===== src/rtl/imem_loader.sv =====
// imem_loader
// Boot-time program loader sitting in front of the single-cycle CPU. A host
// streams a little-endian 16-bit word count followed by that many 32-bit
// instruction words, one byte at a time. Each completed word is written to
// instruction memory, and the CPU is released once the whole program is in place.
//
// Ports
//   clk          system clock, all state updates on the rising edge
//   rst          asynchronous active-low reset
//   load_req     host request to open a load session (honoured in IDLE/DONE/ERR)
//   byte_valid   host byte strobe
//   byte_data    host byte
//   byte_ready   loader accepts a byte this cycle
//   im_we        instruction-memory write enable, one pulse per word
//   im_addr      instruction-memory byte address (word aligned)
//   im_wdata     instruction word being written
//   cpu_start    CPU run enable (0 holds the CPU in reset)
//   busy         a load session is in progress
//   err          the last session failed (bad length or timeout)
//   words_loaded words written in the current or last session
module imem_loader #(
    parameter int unsigned IMEM_WORDS  = 256,
    parameter logic [31:0] BASE_ADDR   = 32'h0000_0000,
    parameter int unsigned TIMEOUT_CYC = 1024
) (
    input  logic        clk,
    input  logic        rst,
    input  logic        load_req,
    input  logic        byte_valid,
    input  logic [7:0]  byte_data,
    output logic        byte_ready,
    output logic        im_we,
    output logic [31:0] im_addr,
    output logic [31:0] im_wdata,
    output logic        cpu_start,
    output logic        busy,
    output logic        err,
    output logic [15:0] words_loaded
);

    typedef enum logic [2:0] {
        S_IDLE,
        S_LEN0,
        S_LEN1,
        S_DATA,
        S_WRITE,
        S_DONE,
        S_ERR
    } state_t;

    // The idle counter only has to reach TIMEOUT_CYC-1; the expiring cycle is
    // detected combinationally rather than by storing TIMEOUT_CYC itself.
    localparam int unsigned        IDLE_W     = (TIMEOUT_CYC > 1) ? $clog2(TIMEOUT_CYC) : 1;
    localparam logic [IDLE_W-1:0]  IDLE_LAST  = (TIMEOUT_CYC > 0) ? IDLE_W'(TIMEOUT_CYC - 1) : '0;
    localparam bit                 TIMEOUT_EN = (TIMEOUT_CYC != 0);
    localparam logic [16:0]        MAX_LEN    = 17'(IMEM_WORDS);

    state_t              r_state;
    state_t              w_nextState;
    logic [15:0]         r_len;
    logic [1:0]          r_byteIdx;
    logic [15:0]         r_wordIdx;
    logic [23:0]         r_partWord;
    logic [31:0]         r_imAddr;
    logic [31:0]         r_imWdata;
    logic [15:0]         r_wordsLoaded;
    logic [IDLE_W-1:0]   r_idleCnt;

    logic                w_ready;
    logic                w_accept;
    logic                w_timeout;
    logic [15:0]         w_lenFull;
    logic                w_lenBad;
    logic                w_lastWord;

    assign w_ready    = (r_state == S_LEN0) || (r_state == S_LEN1) || (r_state == S_DATA);
    assign w_accept   = byte_valid & w_ready;
    assign w_timeout  = TIMEOUT_EN && w_ready && !w_accept && (r_idleCnt == IDLE_LAST);
    assign w_lenFull  = {byte_data, r_len[7:0]};
    assign w_lenBad   = (w_lenFull == 16'd0) || ({1'b0, w_lenFull} > MAX_LEN);
    assign w_lastWord = ((r_wordIdx + 16'd1) == r_len);

    // Every output is a decode of registered state, so nothing on the host
    // side can ripple straight through to the memory or CPU.
    assign byte_ready   = w_ready;
    assign im_we        = (r_state == S_WRITE);
    assign im_addr      = r_imAddr;
    assign im_wdata     = r_imWdata;
    assign cpu_start    = (r_state == S_DONE);
    assign busy         = (r_state == S_LEN0) || (r_state == S_LEN1) ||
                          (r_state == S_DATA) || (r_state == S_WRITE);
    assign err          = (r_state == S_ERR);
    assign words_loaded = r_wordsLoaded;

    // State register.
    always_ff @(posedge clk or negedge rst) begin
        if (!rst) begin
            r_state <= S_IDLE;
        end else begin
            r_state <= w_nextState;
        end
    end

    // Next-state logic. A session can only be left early through the idle
    // timeout; load_req is deliberately ignored once a session is open.
    always_comb begin
        w_nextState = r_state;
        case (r_state)
            S_IDLE, S_DONE, S_ERR: begin
                if (load_req) w_nextState = S_LEN0;
            end
            S_LEN0: begin
                if (w_timeout)     w_nextState = S_ERR;
                else if (w_accept) w_nextState = S_LEN1;
            end
            S_LEN1: begin
                if (w_timeout)     w_nextState = S_ERR;
                else if (w_accept) w_nextState = w_lenBad ? S_ERR : S_DATA;
            end
            S_DATA: begin
                if (w_timeout)                            w_nextState = S_ERR;
                else if (w_accept && r_byteIdx == 2'd3)   w_nextState = S_WRITE;
            end
            S_WRITE: begin
                w_nextState = w_lastWord ? S_DONE : S_DATA;
            end
            default: w_nextState = S_IDLE;
        endcase
    end

    // Datapath: length capture, word assembly and write bookkeeping. The write
    // address and data are latched when the fourth byte arrives, so they stay
    // put outside the WRITE cycle instead of following the partial word.
    always_ff @(posedge clk or negedge rst) begin
        if (!rst) begin
            r_len         <= '0;
            r_byteIdx     <= '0;
            r_wordIdx     <= '0;
            r_partWord    <= '0;
            r_imAddr      <= '0;
            r_imWdata     <= '0;
            r_wordsLoaded <= '0;
        end else begin
            case (r_state)
                S_IDLE, S_DONE, S_ERR: begin
                    if (load_req) begin
                        r_len         <= '0;
                        r_byteIdx     <= '0;
                        r_wordIdx     <= '0;
                        r_wordsLoaded <= '0;
                    end
                end
                S_LEN0: begin
                    if (w_accept) r_len[7:0] <= byte_data;
                end
                S_LEN1: begin
                    if (w_accept) begin
                        r_len[15:8] <= byte_data;
                        r_byteIdx   <= '0;
                        r_wordIdx   <= '0;
                    end
                end
                S_DATA: begin
                    if (w_accept) begin
                        case (r_byteIdx)
                            2'd0: r_partWord[7:0]   <= byte_data;
                            2'd1: r_partWord[15:8]  <= byte_data;
                            2'd2: r_partWord[23:16] <= byte_data;
                            2'd3: begin
                                r_imWdata <= {byte_data, r_partWord};
                                r_imAddr  <= BASE_ADDR + {14'd0, r_wordIdx, 2'b00};
                            end
                        endcase
                        r_byteIdx <= r_byteIdx + 2'd1;
                    end
                end
                S_WRITE: begin
                    r_wordIdx     <= r_wordIdx + 16'd1;
                    r_wordsLoaded <= r_wordsLoaded + 16'd1;
                    r_byteIdx     <= '0;
                end
                default: ;
            endcase
        end
    end

    // Idle counter: runs while waiting for a byte in an open session and is
    // cleared by every accepted byte and outside the byte-accepting states.
    always_ff @(posedge clk or negedge rst) begin
        if (!rst) begin
            r_idleCnt <= '0;
        end else if (w_ready && !w_accept) begin
            r_idleCnt <= r_idleCnt + 1'b1;
        end else begin
            r_idleCnt <= '0;
        end
    end

endmodule


===== config.mk =====
export PLATFORM = sky130hd
export DESIGN_NAME = imem_loader
export DESIGN_NICKNAME = d
export VERILOG_FILES = /design/src/rtl/imem_loader.sv
export SDC_FILE = /design/constraint.sdc
export NUM_CORES = 1
export LEC_CHECK = 0
export ABC_CLOCK_PERIOD_IN_PS = 2900
export CAP_MARGIN = 15
export CORE_MARGIN = 4
export CORE_UTILIZATION = 26
export CTS_CLUSTER_SIZE = 16
export DETAILED_ROUTE_END_ITERATION = 7
export GPL_TIMING_DRIVEN = 0
export SLEW_MARGIN = 20
export SYNTH_ARGS = -nofsm -noshare
export SYNTH_HDL_FRONTEND = slang
export SYNTH_SLANG_ARGS = --single-unit

===== constraint.sdc =====
create_clock -name clk -period 2.9 [get_ports clk]
set_input_delay 0.435 -clock clk [delete_from_list [all_inputs] [get_ports clk]]
set_output_delay 0.435 -clock clk [all_outputs]
set_load 0.1 [all_outputs]

==> impl_summary.md <==
Outcome
The run finished with clean final reports.

Synth
The cell count after synthesis is about 600. The warning count from the yosys run is 0. The post-synthesis area per instance is 10.6 µm². The number of distinct library cell variants in the gate-level netlist after synthesis is between 50 and 60.

The number of enable-type register cells in the synthesized netlist is 0. Among all flip-flop cells after synthesis, the most frequent one is dfrtp_1. The combined area of all synthesized cells is between 6000 and 7000 µm². The post-synthesis sequential area ratio is a little over half.

The share of synthesized flip-flops with an asynchronous set or reset is 100%. Counting flops and latches in the post-synthesis netlist gives around 140.

Finish
The area of the multi-input gates is between 2000 and 3000 µm². At the end of the flow the core is filled with cells to about a third. The storage element area is roughly 3400 µm². The area added between synthesis and finish is 30.0%. Counting the fill cells in the layout gives about 2,400. The share of post-route cells with drive strength above 1 is 19.0%. For this run, the post-layout net count is approximately 730.

The repair_antennas step left the layout with diodes totalling 0.

Detailed routing
The detailed-route DRC error count is 0. The post-detailed-route via-to-cell ratio is roughly 4.6. The total length of routed wires is between 15 and 20 mm. The first detailed-routing pass took 5 iterations.

The routed length per placed instance is 15.2 µm. The number of nets with antenna violations after detailed routing is 0. The number of vias in the routed layout is 4,761.

The detailed router finished its first iteration with roughly 390 violations.

Clocking
Clock-pin slew was measured on the worst setup and hold paths at roughly 0.060 ns. The clock reaches the later pin of the worst-skew pair after approximately 0.43 ns. Buffers inserted during clock tree synthesis total 17. The root buffer cell chosen for the clock tree is clkbuf_16.

The count of H-tree levels built during CTS is 4. Counting every sink on the clock net gives roughly 140. The clock passes through at most 2 buffers. TritonCTS built the clock tree. The post-CTS setup repair buffer count is 0.

Global route
Global routing used ~18% of the available met2 tracks. The global-route wire length before repair is roughly 26 mm. The met1 capacity usage during global routing is around 17%. The final global-route overflow total is 0. Across every metal layer, demand over resource in global routing totals 12.2%.

The number of global-route vias before repair was approximately 4,600. The initial antenna violation count is 0. The met3 demand-to-capacity share in global routing is ~4.4%. The largest net degree at the start of global routing is just under 90. The routing layer with the top usage in global route is met2.

Worst setup path
The sort of element at the end of the critical path is an output pin. The worst setup path is of the reg -> out kind. The required time at the worst-slack endpoint is about 2.5 ns. The critical-path maximum fanout is 10. The startpoint type of the worst setup path is a flop. The data arrival time at the worst-slack endpoint is between 2 and 2.5 ns.

Floorplan
a little under 100 I/O pins were placed. Once the floorplan was initialized, standard cells occupied ~27% of the core. Measured along the x axis, the die boundary spans 164 µm. In this run the standard cell core region covers between 20,000 and 25,000 µm². The die is around 160 µm tall.

The row count is 56. The die covers around 27,000 µm².

Min path
The class of the tightest hold or removal check is reg -> reg.

Place
The final weighted congestion of routability-driven global placement is between 0.8 and 0.9. The number of buffers added on ports is a little under 80. Timing analysis after detailed placement gives a worst setup slack of -0.638 ns.

After legalization and detailed placement, the total HPWL measured roughly 11 mm.

STA
Once routing completed, OpenROAD measured the worst setup slack at 0.166 ns. The final number of max-transition violations is 0. The final-report setup violation count is 0. On the final layout, the worst clock skew is about 0.0095 ns.

For this run, the top clock speed supported by timing is between 300 and 400 MHz. The routed design could run at a clock period as short as 2.73 ns. Dividing the final minimum period by the clock period gives between 90% and 100%. The count of final hold-check violations is 0. The setup TNS is 0 ns.

Setup repair after global routing left no endpoint under its margin. The relative slew slack is a little under a third. At the pin with the least slew margin, the transition time is ~1.0 ns.

Power
The worst-case IR drop observed on VDD is approximately 0.00053 V. The cell area power density is 808 nW/µm². The analysis attributes to cell leakage a power of between 3 and 4 nW.

The design draws around 6.7 mW.

Flow run
The max-capacitance violation count is 0.
## per-stage QoR
stage          instance area, µm²  hold WS [ns]  instances
3_5_place_dp                 7650         0.369       1013
3_3_place_gp                 7620         0.451       1012
6_report                     8270         0.470       1045
2_1_floorplan                6430         0.139        614
4_1_cts                      8260         0.481       1045
5_1_grt                      8270         0.499       1045
## power by group
group          internal (mW)  switching (mW)  leakage, nW
clock                   1.39           0.869        0.298
sequential              2.19           0.242         1.85
combinational          0.632            1.36         1.55
total                   4.21            2.47         3.70
## cells by family after synthesis
logic type      after synthesis  synth area share [%]
compound gates              107                  9.95
xor+xnor                     32                  4.41
fa+ha+maj                     8                  1.53
buf+inv                      57                  4.46
flops                       135                  53.1
mux                          70                  12.3
other cells                   1                0.0589
simple gates                189                  14.1
## metal layers
| layer | part of all wire [%] | up-vias |
|---|---|---|
| met5 | 0 | - |
| met4 | 1.8 | 0 |
| met3 | 7.6 | 31 |
| met2 | 44 | 153 |
| met1 | 47 | 2277 |
| li1 | - | 2300 |
## cell usage in the layout (no fill, tap or decap), types with 3 or more instances in the layout
cell	instances
a21oi_1	14
a31oi_1	5
and2_1	3
and3_1	8
buf_1	4
buf_2	3
buf_4	19
bufinv_16	3
clkbuf_1	19
clkbuf_16	17
clkdlybuf4s50_1	73
clkinv_4	3
conb_1	16
dfrtp_1	135
ha_1	7
inv_1	13
inv_6	3
mux2_2	68
nand2_1	84
nand3_1	25
nand4_1	8
nor2_1	31
nor3_1	4
nor4_1	4
o211ai_1	6
o21ai_0	55
o22ai_1	3
o31ai_1	9
or3_1	4
xnor2_1	21
xor2_1	11
## sequential cells by signal (all words and copies together) (netlist names)
name,flops
words_loaded,16
r_idleCnt,10
r_byteIdx,2
r_len,16
r_state,3
r_wordIdx,16
im_wdata,32
r_partWord,24
im_addr,16
## timing repair
action	4_1_cts	5_1_grt
hold buffers	1	0
pin swaps	0	2
endpoints found under the setup margin	5	13
endpoints found under the hold margin	47	0
resized for setup	16	5
## critical path: stages, from the launching register on
cell and delay, ns:
dfrtp_1 0.33, clkbuf_1 0.35, nand2_1 0.17, nor2_2 0.12, dlygate4sd2_1 0.91
## area by class of cell
| type | instances | area share, % |
|---|---|---|
| repair buffers | 81 | 9.97 |
| plain buffers | 42 | 2.77 |
| clock buffers | 20 | 5.40 |
| well taps | 319 | 4.82 |
| flip-flops and latches | 135 | 40.8 |
| inverters | 14 | 0.680 |
| multi-input cells | 422 | 33.5 |
| clock inverters | 12 | 2.01 |
## synthesized netlist by cell type (all sizes together) (2+ instances only)
library cell  count  area, µm²
dfrtp           135       3380
nand2            85        322
mux2             68        766
o21ai            55        275
nor2             32        120
buf              25        164
nand3            25        125
xnor2            21        184
clkbuf           18       67.6
a21oi            15       75.1
inv              13       48.8
and3             11       80.1
xor2             11       96.3
o31ai             9       67.6
nand4             8       50.1
ha                7       87.6
nor4              7       65.1
o211ai            6       45.0
a31oi             5       31.3
nor3              5       25.0
or3               5       36.3
a211o             3       27.5
and2              3       18.8
o22ai             3       18.8
a211oi            2       15.0
a2bb2oi           2       17.5
and4              2       17.5
mux2i             2       20.0
nor2b             2       12.5
## path summary, 6_finish.rpt
kind	start	endpoint	slack, ns	cells past startpoint
min in group asynchronous	rst	r_state[2]	0.49	2
worst min register to register	r_idleCnt[0]	r_idleCnt[0]	0.47	1
worst max-delay path	r_state[2]	cpu_start	0.17	4
worst min-delay path	r_idleCnt[0]	r_idleCnt[0]	0.47	1
max in group asynchronous	rst	r_len[2]	1.64	3
worst max register to register	r_wordIdx[7]	r_state[1]	0.19	7
Power figures use the tool's default switching activity.
